$ cat config.mk
export PLATFORM = sky130hd
export DESIGN_NAME = ysyx_22040127_writeback
export DESIGN_NICKNAME = d
export VERILOG_FILES = /design/src/rtl/ysyx_22040127_writeback_pkg.sv /design/src/rtl/ysyx_22040127_csr_file.sv /design/src/rtl/ysyx_22040127_writeback.sv
export SDC_FILE = /design/constraint.sdc
export NUM_CORES = 1
export LEC_CHECK = 0
export BUFFER_PORTS_ARGS = -buffer_cell sky130_fd_sc_hd__buf_2
export CAP_MARGIN = 30
export CORE_MARGIN = 3
export CORE_UTILIZATION = 55
export DETAILED_ROUTE_END_ITERATION = 7
export GPL_TIMING_DRIVEN = 1
export PLACE_DENSITY = 0.8
export SYNTH_ARGS = -nofsm -noshare
export SYNTH_HDL_FRONTEND = slang
export SYNTH_SLANG_ARGS = --single-unit
$ cat constraint.sdc
create_clock -name clk -period 2.75 [get_ports clk]
set_input_delay 0.275 -clock clk [delete_from_list [all_inputs] [get_ports clk]]
set_output_delay 0.275 -clock clk [all_outputs]
set_load 0.02 [all_outputs]
$ cat src/rtl/ysyx_22040127_writeback_pkg.sv
// Shared WB-stage definitions: MEM->WB bus layout, machine CSR map and mstatus fields.
package ysyx_22040127_writeback_pkg;

  localparam int unsigned MEM_TO_WB_WIDTH = 321;

  // Field bit offsets within the MEM->WB bus
  localparam int unsigned MEMWRITE_BIT   = 320;
  localparam int unsigned DIFF_DATA_LSB  = 256;
  localparam int unsigned DIFF_ADDR_LSB  = 192;
  localparam int unsigned DES_CSR_LSB    = 180;
  localparam int unsigned ALU_INPUT1_LSB = 116;
  localparam int unsigned RS1_LSB        = 111;
  localparam int unsigned CSR_WE_BIT     = 110;
  localparam int unsigned MRET_BIT       = 109;
  localparam int unsigned ECALL_BIT      = 108;
  localparam int unsigned CSR_OP_LSB     = 102;
  localparam int unsigned PC_LSB         = 70;
  localparam int unsigned REG_WEN_BIT    = 69;
  localparam int unsigned RD_LSB         = 64;
  localparam int unsigned REG_WDATA_LSB  = 0;

  typedef struct packed {
    logic        memwrite;
    logic [63:0] diff_data;
    logic [63:0] diff_addr;
    logic [11:0] des_csr;
    logic [63:0] alu_input1;
    logic [4:0]  rs1;
    logic        csr_we;
    logic        mret;
    logic        ecall;
    logic [5:0]  csr_op;     // {csrrw, csrrs, csrrc, csrrwi, csrrsi, csrrci}
    logic [31:0] pc;
    logic        reg_wen;
    logic [4:0]  rd;
    logic [63:0] reg_wdata;
  } mem_to_wb_t;

  localparam logic [11:0] CSR_MSTATUS  = 12'h300;
  localparam logic [11:0] CSR_MTVEC    = 12'h305;
  localparam logic [11:0] CSR_MEPC     = 12'h341;
  localparam logic [11:0] CSR_MCAUSE   = 12'h342;
  localparam logic [11:0] CSR_MCYCLE   = 12'hB00;
  localparam logic [11:0] CSR_MINSTRET = 12'hB02;

  localparam int unsigned MSTATUS_MIE     = 3;
  localparam int unsigned MSTATUS_MPIE    = 7;
  localparam int unsigned MSTATUS_MPP_LSB = 11;
  localparam int unsigned MSTATUS_MPP_MSB = 12;

  localparam logic [63:0] CAUSE_ECALL_M = 64'd11;

  typedef enum logic [1:0] {CsrNone, CsrWrite, CsrSet, CsrClear} csr_op_e;

  function automatic csr_op_e csr_op_decode(input logic [5:0] op);
    csr_op_e kind;
    unique case (1'b1)
      op[5], op[2]: kind = CsrWrite;
      op[4], op[1]: kind = CsrSet;
      op[3], op[0]: kind = CsrClear;
      default:      kind = CsrNone;
    endcase
    return kind;
  endfunction

  function automatic logic csr_op_is_imm(input logic [5:0] op);
    return |op[2:0];
  endfunction

endpackage

$ cat src/rtl/ysyx_22040127_csr_file.sv
// Machine-mode CSR file: mstatus/mtvec/mepc/mcause, ecall/mret side effects and instret.
// Optional mcycle/minstret CSRs are built when WB_COUNTERS_EN is defined.
module ysyx_22040127_csr_file
  import ysyx_22040127_writeback_pkg::*;
#(
  parameter logic [63:0] MSTATUS_RST = 64'h0000_000a_0000_1800
) (
  input  logic        clk,
  input  logic        rst,
  input  logic        i_valid,
  input  logic [11:0] i_addr,
  input  csr_op_e     i_op,
  input  logic [63:0] i_src,
  input  logic        i_csr_we,
  input  logic        i_ecall,
  input  logic        i_mret,
  input  logic [31:0] i_pc,
  output logic [63:0] o_rdata,
  output logic [31:0] o_mtvec,
  output logic [31:0] o_mepc,
  output logic [63:0] o_instret
);

  logic [63:0] r_mstatus;
  logic [63:0] r_mtvec;
  logic [63:0] r_mepc;
  logic [63:0] r_mcause;
  logic [63:0] r_instret;
`ifdef WB_COUNTERS_EN
  logic [63:0] r_mcycle;
`endif

  logic [63:0] w_wdata;
  logic        w_do_write;
  logic        w_csr_wr;
  logic        w_ecall;
  logic        w_mret;

  assign w_ecall = i_valid && i_ecall;
  assign w_mret  = i_valid && i_mret && !i_ecall;

  always_comb begin
    o_rdata = '0;
    case (i_addr)
      CSR_MSTATUS:  o_rdata = r_mstatus;
      CSR_MTVEC:    o_rdata = r_mtvec;
      CSR_MEPC:     o_rdata = r_mepc;
      CSR_MCAUSE:   o_rdata = r_mcause;
`ifdef WB_COUNTERS_EN
      CSR_MCYCLE:   o_rdata = r_mcycle;
      CSR_MINSTRET: o_rdata = r_instret;
`endif
      default:      o_rdata = '0;
    endcase
  end

  // Set/clear with a zero operand is a pure read and must not disturb the CSR
  always_comb begin
    w_wdata    = o_rdata;
    w_do_write = 1'b0;
    case (i_op)
      CsrWrite: begin
        w_wdata    = i_src;
        w_do_write = 1'b1;
      end
      CsrSet: begin
        w_wdata    = o_rdata | i_src;
        w_do_write = |i_src;
      end
      CsrClear: begin
        w_wdata    = o_rdata & ~i_src;
        w_do_write = |i_src;
      end
      default: begin
        w_wdata    = o_rdata;
        w_do_write = 1'b0;
      end
    endcase
  end

  assign w_csr_wr = i_valid && i_csr_we && !i_ecall && !i_mret && w_do_write;

  always_ff @(posedge clk or negedge rst) begin
    if (!rst) begin
      r_mstatus <= MSTATUS_RST;
      r_mtvec   <= '0;
      r_mepc    <= '0;
      r_mcause  <= '0;
    end else if (w_ecall) begin
      r_mepc                                     <= {32'b0, i_pc};
      r_mcause                                   <= CAUSE_ECALL_M;
      r_mstatus[MSTATUS_MPIE]                    <= r_mstatus[MSTATUS_MIE];
      r_mstatus[MSTATUS_MIE]                     <= 1'b0;
      r_mstatus[MSTATUS_MPP_MSB:MSTATUS_MPP_LSB] <= 2'b11;
    end else if (w_mret) begin
      r_mstatus[MSTATUS_MIE]  <= r_mstatus[MSTATUS_MPIE];
      r_mstatus[MSTATUS_MPIE] <= 1'b1;
    end else if (w_csr_wr) begin
      case (i_addr)
        CSR_MSTATUS: r_mstatus <= w_wdata;
        CSR_MTVEC:   r_mtvec   <= w_wdata;
        CSR_MEPC:    r_mepc    <= w_wdata;
        CSR_MCAUSE:  r_mcause  <= w_wdata;
        default:     ;
      endcase
    end
  end

`ifdef WB_COUNTERS_EN
  // An explicit CSR write wins over that cycle's automatic increment
  always_ff @(posedge clk or negedge rst) begin
    if (!rst) begin
      r_mcycle <= '0;
    end else if (w_csr_wr && i_addr == CSR_MCYCLE) begin
      r_mcycle <= w_wdata;
    end else begin
      r_mcycle <= r_mcycle + 64'd1;
    end
  end

  always_ff @(posedge clk or negedge rst) begin
    if (!rst) begin
      r_instret <= '0;
    end else if (w_csr_wr && i_addr == CSR_MINSTRET) begin
      r_instret <= w_wdata;
    end else if (i_valid) begin
      r_instret <= r_instret + 64'd1;
    end
  end
`else
  always_ff @(posedge clk or negedge rst) begin
    if (!rst) begin
      r_instret <= '0;
    end else if (i_valid) begin
      r_instret <= r_instret + 64'd1;
    end
  end
`endif

  assign o_mtvec   = r_mtvec[31:0];
  assign o_mepc    = r_mepc[31:0];
  assign o_instret = r_instret;

  logic w_unused_upper;
  assign w_unused_upper = ^{r_mtvec[63:32], r_mepc[63:32]};

endmodule

$ cat src/rtl/ysyx_22040127_writeback.sv
// WB pipeline stage: latches the MEM->WB bus, drives the register-file write port, commits,
// and turns ecall/mret into a flush + redirect. WB_COUNTERS_EN adds mcycle/minstret CSRs.
module ysyx_22040127_writeback
  import ysyx_22040127_writeback_pkg::*;
#(
  parameter int unsigned MEM_TO_WB_WIDTH = 321,
  parameter logic [63:0] MSTATUS_RST     = 64'h0000_000a_0000_1800
) (
  input  logic                       clk,
  input  logic                       rst,
  input  logic                       mem_to_wb_valid,
  output logic                       wb_allowin,
  input  logic [MEM_TO_WB_WIDTH-1:0] mem_to_wb_bus,
  output logic                       rf_we,
  output logic [4:0]                 rf_waddr,
  output logic [63:0]                rf_wdata,
  output logic                       wb_flush,
  output logic [31:0]                wb_redirect_pc,
  output logic                       commit_valid,
  output logic [31:0]                commit_pc,
  output logic [63:0]                instret
);

  if (MEM_TO_WB_WIDTH != $bits(mem_to_wb_t)) begin : g_width_check
    $error("MEM_TO_WB_WIDTH does not match the bus layout");
  end

  logic       r_wb_valid;
  mem_to_wb_t r_bus;
  logic       w_ready_go;

  assign w_ready_go = 1'b1;
  assign wb_allowin = !r_wb_valid || w_ready_go;

  always_ff @(posedge clk or negedge rst) begin
    if (!rst) begin
      r_wb_valid <= 1'b0;
      r_bus      <= '0;
    end else if (wb_allowin) begin
      r_wb_valid <= mem_to_wb_valid;
      if (mem_to_wb_valid) begin
        r_bus <= mem_to_wb_t'(mem_to_wb_bus);
      end
    end
  end

  logic        w_is_csr;
  logic [63:0] w_csr_src;
  logic [63:0] w_csr_rdata;
  logic [31:0] w_mtvec;
  logic [31:0] w_mepc;
  logic        w_ecall_fire;
  logic        w_mret_fire;

  assign w_is_csr  = |r_bus.csr_op;
  assign w_csr_src = csr_op_is_imm(r_bus.csr_op) ? {59'b0, r_bus.rs1} : r_bus.alu_input1;

  ysyx_22040127_csr_file #(
    .MSTATUS_RST (MSTATUS_RST)
  ) u_csr_file (
    .clk       (clk),
    .rst       (rst),
    .i_valid   (r_wb_valid),
    .i_addr    (r_bus.des_csr),
    .i_op      (csr_op_decode(r_bus.csr_op)),
    .i_src     (w_csr_src),
    .i_csr_we  (r_bus.csr_we),
    .i_ecall   (r_bus.ecall),
    .i_mret    (r_bus.mret),
    .i_pc      (r_bus.pc),
    .o_rdata   (w_csr_rdata),
    .o_mtvec   (w_mtvec),
    .o_mepc    (w_mepc),
    .o_instret (instret)
  );

  assign rf_we    = r_wb_valid && r_bus.reg_wen && (r_bus.rd != 5'd0);
  assign rf_waddr = r_bus.rd;
  assign rf_wdata = w_is_csr ? w_csr_rdata : r_bus.reg_wdata;

  assign w_ecall_fire = r_wb_valid && r_bus.ecall;
  assign w_mret_fire  = r_wb_valid && r_bus.mret;
  assign wb_flush     = w_ecall_fire || w_mret_fire;

  always_comb begin
    wb_redirect_pc = '0;
    if (w_ecall_fire) begin
      wb_redirect_pc = {w_mtvec[31:2], 2'b00};
    end else if (w_mret_fire) begin
      wb_redirect_pc = w_mepc;
    end
  end

  assign commit_valid = r_wb_valid;
  assign commit_pc    = r_bus.pc;

  // Difftest/store-tracking fields travel on the bus but are not consumed here
  logic w_unused_bus;
  assign w_unused_bus = ^{r_bus.memwrite, r_bus.diff_data, r_bus.diff_addr};

endmodule
Yosys cells after proc, flatten, opt, wreduce, memory -nomap -nowiden --
Cells that the tools add are included.
Word-level totals: register bits after elaboration 513, logic and storage cells 89, bits of input ports 324
Cells by class: eq/ne operators 8, add/subtract/negate cells 1, bitwise logic cells 5, muxes and demuxes 24, reductions and logical operators 32
Operator list (count):
- 64-bit 2-to-1 mux | 10
- 64-bit one-hot mux with 4 select lines | 1
- 64-bit one-hot mux with 3 select lines | 1
- 64-bit by 1-bit adder with 64-bit output, second input constant | 1
- 64-bit bitwise AND | 1
- 32-bit 2-to-1 mux | 2
- 64-bit inverter | 1
- 64-bit OR | 1
- 64-bit OR reduction | 1
- 12-bit by 10-bit == test with 1-bit output, second input constant | 4
- 13-bit 2-to-1 mux | 2
- 1-bit logical AND | 9
- 3-bit AND reduction | 3
- 4-bit AND reduction | 2
- 2-bit nonzero test | 4
- 2-bit OR reduction | 4
- 2-bit one-hot mux with 3 select lines | 1
- 3-bit nonzero test | 2
- 6-bit OR reduction | 1
- 5-bit 2-to-1 mux | 1
- 5-bit nonzero test | 1
- 2-bit == test, second input constant | 2
- 1-bit 2-to-1 mux | 4
- 3-bit OR reduction | 1
- other kinds (8) | 10

Logic depth before layout (Yosys ltp) --
depth in word-level cells 9, depth in mapped cells 10, mapped depth without buffers 7

By module --
Synthesis repeated with hierarchy kept, for this count alone.
Unflattened totals: cell total of the unflattened synthesis 2653, area total of the unflattened synthesis 28609.9 µm²
By module, submodules not included:
- ysyx_22040127_csr_file | instances 1, area an instance 19334.8 µm², cells an instance 2017, seq. area each 8012.7 µm²
- ysyx_22040127_writeback | instances 1, area an instance 9275.1 µm², cells an instance 636, seq. area each 4829.6 µm²

Worst setup path after synthesis --
No wires, ideal clock.
kind register to register, start point reg r_bus[102] (netlist name), end point reg u_csr_file.r_mstatus[29], library setup time 0.127 ns, setup slack 0.362 ns, data arrival time 2.261 ns, stages on the path, launching flop included 9, data required time 2.623 ns, cells stage by stage dfrtp_1 or4_1 buf_2 o2111a_1 and3_1 a2bb2oi_2 buf_6 buf_6 mux2_1
Between the ends: word-level cells in the longest chain between the ends 7, elaborated cells on any way between the ends 16, classes of those cells 3 x eq/ne; 4 x mux; 3 x bitwise; 6 x reduce/logical
RTL lines:
- start, declared | RTL line ysyx_22040127_writeback.sv:29 | mem_to_wb_t r_bus;
- start signal, assigned | RTL line ysyx_22040127_writeback.sv:42 | r_bus <= mem_to_wb_t'(mem_to_wb_bus);
- 2-bit OR reduction | RTL line ysyx_22040127_writeback_pkg.sv:57 | unique case (1'b1)
- 2-bit one-hot mux with 3 select lines | RTL line ysyx_22040127_writeback_pkg.sv:57
- 2-bit == test | RTL line ysyx_22040127_csr_file.sv:61 | case (i_op)
- 2-bit OR reduction (no source line)
- 1-bit one-hot mux with 2 select lines | RTL line ysyx_22040127_csr_file.sv:61
- 1-bit logical AND | RTL line ysyx_22040127_csr_file.sv:81 | assign w_csr_wr = i_valid && i_csr_we && !i_ecall && !i_mret && w_do_write;
- 4-bit AND reduction (no source line)
- end signal, assigned by index | RTL line ysyx_22040127_csr_file.sv:92 | r_mstatus[MSTATUS_MPIE] <= r_mstatus[MSTATUS_MIE];
- end signal, assigned by index | RTL line ysyx_22040127_csr_file.sv:96 | r_mstatus[MSTATUS_MIE] <= r_mstatus[MSTATUS_MPIE];
- end signal, assigned | RTL line ysyx_22040127_csr_file.sv:100 | CSR_MSTATUS: r_mstatus <= w_wdata;
- end, declared | RTL line ysyx_22040127_csr_file.sv:24 | logic [63:0] r_mstatus;
Parallel ways exist; a longest one is shown, timed or not. A chain may end at the register's enable or synchronous reset.

Worst setup path in the final report --
start point reg r_bus[105] (netlist name), end point out rf_wdata[36]
Between the ends: word-level cells in the longest chain between the ends 2
RTL lines:
- 6-bit OR reduction | RTL line ysyx_22040127_writeback.sv:55 | assign w_is_csr = |r_bus.csr_op;
- 64-bit 2-to-1 mux | RTL line ysyx_22040127_writeback.sv:79 | assign rf_wdata = w_is_csr ? w_csr_rdata : r_bus.reg_wdata;
- end, declared | RTL line ysyx_22040127_writeback.sv:16 | output logic [63:0] rf_wdata,
No other way between the ends.

==> flow_metrics.py <==
metrics = {
    "worst_setup_path": {
        "crit_fanout": 10,
        "reg2reg_depth": 8,
        "path_class": "flop to primary output",
        "crit_path_start_kind": "flop",
        "cp_slowest_cell": "or4_4",
        "cp.arrival_ns": 2.58,
        "crit_path_max_incr_delay_ns": 0.57,
        "required_ns": 2.48,
        "path_cells": "or4_4 -> nor2_4 -> buf_12 -> buf_12 -> clkbuf_16 -> nand2_1 -> nand2_1 -> buf_6",
        "endpoint_kind": "primary output",
    },
    "logic_synthesis": {
        "ys.warnings.count": 0,
        "synth.avg_cell_area_um2": 11.2,
        "syn_area_um2": 24900,
        "ys_seq_elements": 513,
        "yosysSeqAreaShare_pct": 51.6,
        "syn-instance-count": 2220,
        "synthesis.nets": 2545,
        "synth.distinct_cells": 56,
    },
    "cts": {
        "cts.sinks": 513,
        "numCtsBuffers": 52,
        "cts_buffer_depth": 3,
        "ctsRootBufferMaster": "clkbuf_16",
        "cts.reportedPaths.clkPinSlew_ns": 0.06,
        "cts_tree": "done",
        "h-tree-depth": 2,
        "clkLatencyLatePin_ns": 0.63,
    },
    "timing": {
        "max_freq_mhz": 351,
        "max_slew_margin_pct": 51.4,
        "tightestPinTransition_ns": 0.729,
        "min_period_ns": 2.85,
        "finalClockSkew_ns": 0.0407,
        "slew_violations": 0,
        "setup_viol": 63,
        "setup_ws_ns": -0.101,
        "rsz0062_at_grt": "yes",
        "period_share_pct": 104,
        "finalHoldViolCount": 0,
    },
    "outcome": {
        "status": "finished, violations left",
        "violations": "negative setup slack",
    },
    "floorplanning": {
        "core_um2": 44400,
        "ioPinCount": 525,
        "die_x_um": 219,
        "start_util_pct": 56.0,
        "rows": 77,
        "die_area_um2": 47800,
        "die_y_um": 219,
    },
    "grt": {
        "grt_pass1_wl_um": 135000,
        "grt_util_all_layers_pct": 36.7,
        "grt_pass1_vias": 23200,
        "grt_start_max_net_pins": 103,
        "grt-ovfl-total": 0,
        "antenna_found_initial": 4,
    },
    "layout": {
        "final_cell_count_no_fill": 3437,
        "num-nets-final": 3124,
        "area.growth.synth_to_final_pct": 32.8,
        "fill_cells": 2695,
        "fin_area_um2": 33100,
        "drive_gt1_share_pct": 36.0,
    },
    "hold_path": {
        "min_path_type": "input pin to flop",
        "worstHoldPathCells": 1,
    },
    "route": {
        "drt_iter0_drc": 2955,
        "drc": 0,
        "vias": 22800,
        "final_antenna_net_count": 0,
        "wl_per_cell_um": 27.6,
        "wirelength_um": 94800,
        "via_per_inst": 6.64,
        "dr.pass1.iters": 7,
    },
    "pwr": {
        "p_per_area_nw_per_um2": 559,
        "leakage_nw": 15.4,
        "irDropWorstVdd_uv": 604,
    },
    "place": {
        "gp_congestion": 0.871,
        "port_buffers": 394,
        "dp_cells": 3107,
        "hpwl_um": 51800,
        "place_ws_ns": 0.105,
        "post_dp_cell_area_um2": 27900,
    },
    "run": {
        "cap_violations": 0,
    },
}
-- synth_stat cells (all sizes together) --
cell type  number  area share (%)
or2             5            0.13
nand2b          3           0.075
o2111ai         1           0.060
and2            7            0.18
dfstp           4            0.42
nand4          19            0.48
o31ai           5            0.15
ha              1           0.050
conb            1           0.015
dfrtp         509              51
nand3         142             2.9
or4             3           0.091
a32o           32             1.3
inv             7            0.11
buf            95             2.6
a22o           77             2.7
o2bb2ai         5            0.18
nor4b           2            0.12
a22oi         129             3.9
nor2           92             1.4
a32oi           1           0.035
or3             3           0.075
clkbuf        120             1.8
o311a           1           0.040
nor4bb          1           0.040
nand2         245             3.7
a21oi          65             1.3
a2bb2oi         1           0.060
o32ai           5            0.18
a21o           55             1.7
and3           14            0.35
o211ai          3           0.091
o22ai          55             1.4
o21ai          12            0.26
nor4           22            0.77
mux2i          71             2.9
mux2          317              14
and4            6            0.21
xnor2          43             1.5
nor3            8            0.18
o22a            9            0.32
nor2b           2           0.050
o2111a          1           0.045
xor2           21            0.74
-- area by class of cell --
| type | instances | area (um2) | area share, % |
|---|---|---|---|
| antenna | 4 | 10.0 | 0.0303 |
| clock buffer | 81 | 1550 | 4.69 |
| clock inverter | 15 | 186 | 0.564 |
| inverter | 7 | 26.3 | 0.0795 |
| multi-input combinational | 1485 | 11500 | 34.6 |
| sequential | 513 | 12800 | 38.9 |
| tap | 592 | 741 | 2.24 |
| timing repair buffer | 740 | 6240 | 18.9 |
-- timing repair --
| item | CTS | global route |
|---|---|---|
| hold endpoints to repair | 252 | 0 |
| cloned | 5 | 12 |
| buffers inserted | 15 | 10 |
| hold buffers | 193 | 0 |
| gates resized for setup | 94 | 121 |
| pin swaps | 6 | 20 |
| endpoints found under the setup margin | 64 | 187 |
-- critical path, delay by kind of cell (launching register included) --
family	cells	cell delay [ns]
buffers and inverters	4	0.57
DFF	1	0.40
and+or+nand+nor	4	0.97
-- cells in the final DEF (no fill, tap or decap), types with 9 or more instances in the layout --
cell type	instances
nor4_1	11
nand3_2	16
clkbuf_8	15
dlygate4sd3_1	193
clkbuf_1	15
o22ai_2	16
and3_1	13
mux2_1	37
nand4_1	19
nand2_1	223
buf_12	40
buf_6	46
a21oi_1	65
buf_4	96
a22o_1	74
mux2_2	280
xnor2_1	43
nor4_2	9
nor2_1	88
o22a_1	9
nand3_1	119
clkbuf_16	64
o22ai_1	39
buf_2	341
dfrtp_1	506
a22oi_1	128
xor2_1	21
mux2i_1	71
a21o_1	55
nand2_2	19
a32o_1	32
-- metal layers --
metal,vias to the layer above,global-route usage (%),share of wire [%]
met3,426,8.45,11
met5,-,0,0
met1,11400,46.0,36
li1,9253,-,-
met4,0,20.5,6.2
met2,1772,59.1,47
-- report_power, final --
group	leakage (nW)	switching (W)	internal, W
clock network	0.854	0.00315	0.00417
logic	7.92	0.00153	0.00116
registers	6.63	0.000489	0.00798
total	15.4	0.00517	0.0133
-- flip-flops by register name, summed over array words and instances (netlist names) --
name / count
r_bus: 155
u_csr_file.o_instret: 64
u_csr_file.r_mcause: 64
u_csr_file.r_mepc: 64
u_csr_file.r_mstatus: 64
u_csr_file.r_mtvec: 64
commit_pc: 32
rf_waddr: 5
commit_valid: 1
-- logic make-up after synthesis --
kind of cell	count (synthesis)	share of synthesized area (%)
AOI/OAI and AO/OA	457	13.7
xor gates and xnor gates	64	2.25
adders and majority gates	1	0.0503
buffers and inverters	222	4.51
DFF	513	51.6
muxes	388	17.2
other	1	0.0151
and+or+nand+nor	574	10.7
-- path summary, 6_finish.rpt --
check / endpoint / slack [ns] / startpoint
setup / recovery: rf_wdata[36] / -0.10 / r_bus[105]
hold / removal: commit_valid / 0.16 / mem_to_wb_valid
setup reg to reg: u_csr_file.r_mepc[62] / -0.06 / r_bus[157]
hold reg to reg: u_csr_file.o_instret[63] / 0.47 / u_csr_file.o_instret[63]
max in group asynchronous: u_csr_file.o_instret[32] / 1.42 / rst
min in group asynchronous: rf_waddr[3] / 0.28 / rst
-- per-stage QoR --
step / utilization, % / power [W] / hold WS, ns / setup TNS, ns
CTS: 72.6 / 0.0182 / 0.160 / -0.789
global placement: 62.9 / 0.0107 / 0.319 / 0
floorplan: - / 0.00970 / -0.0206 / 0
finish: 74.4 / 0.0185 / 0.164 / -1.85
global route: 74.4 / 0.0190 / 0.192 / -6.83
detailed placement: 62.9 / 0.0108 / 0.324 / 0
No activity file was read; power rests on OpenSTA's default activity.
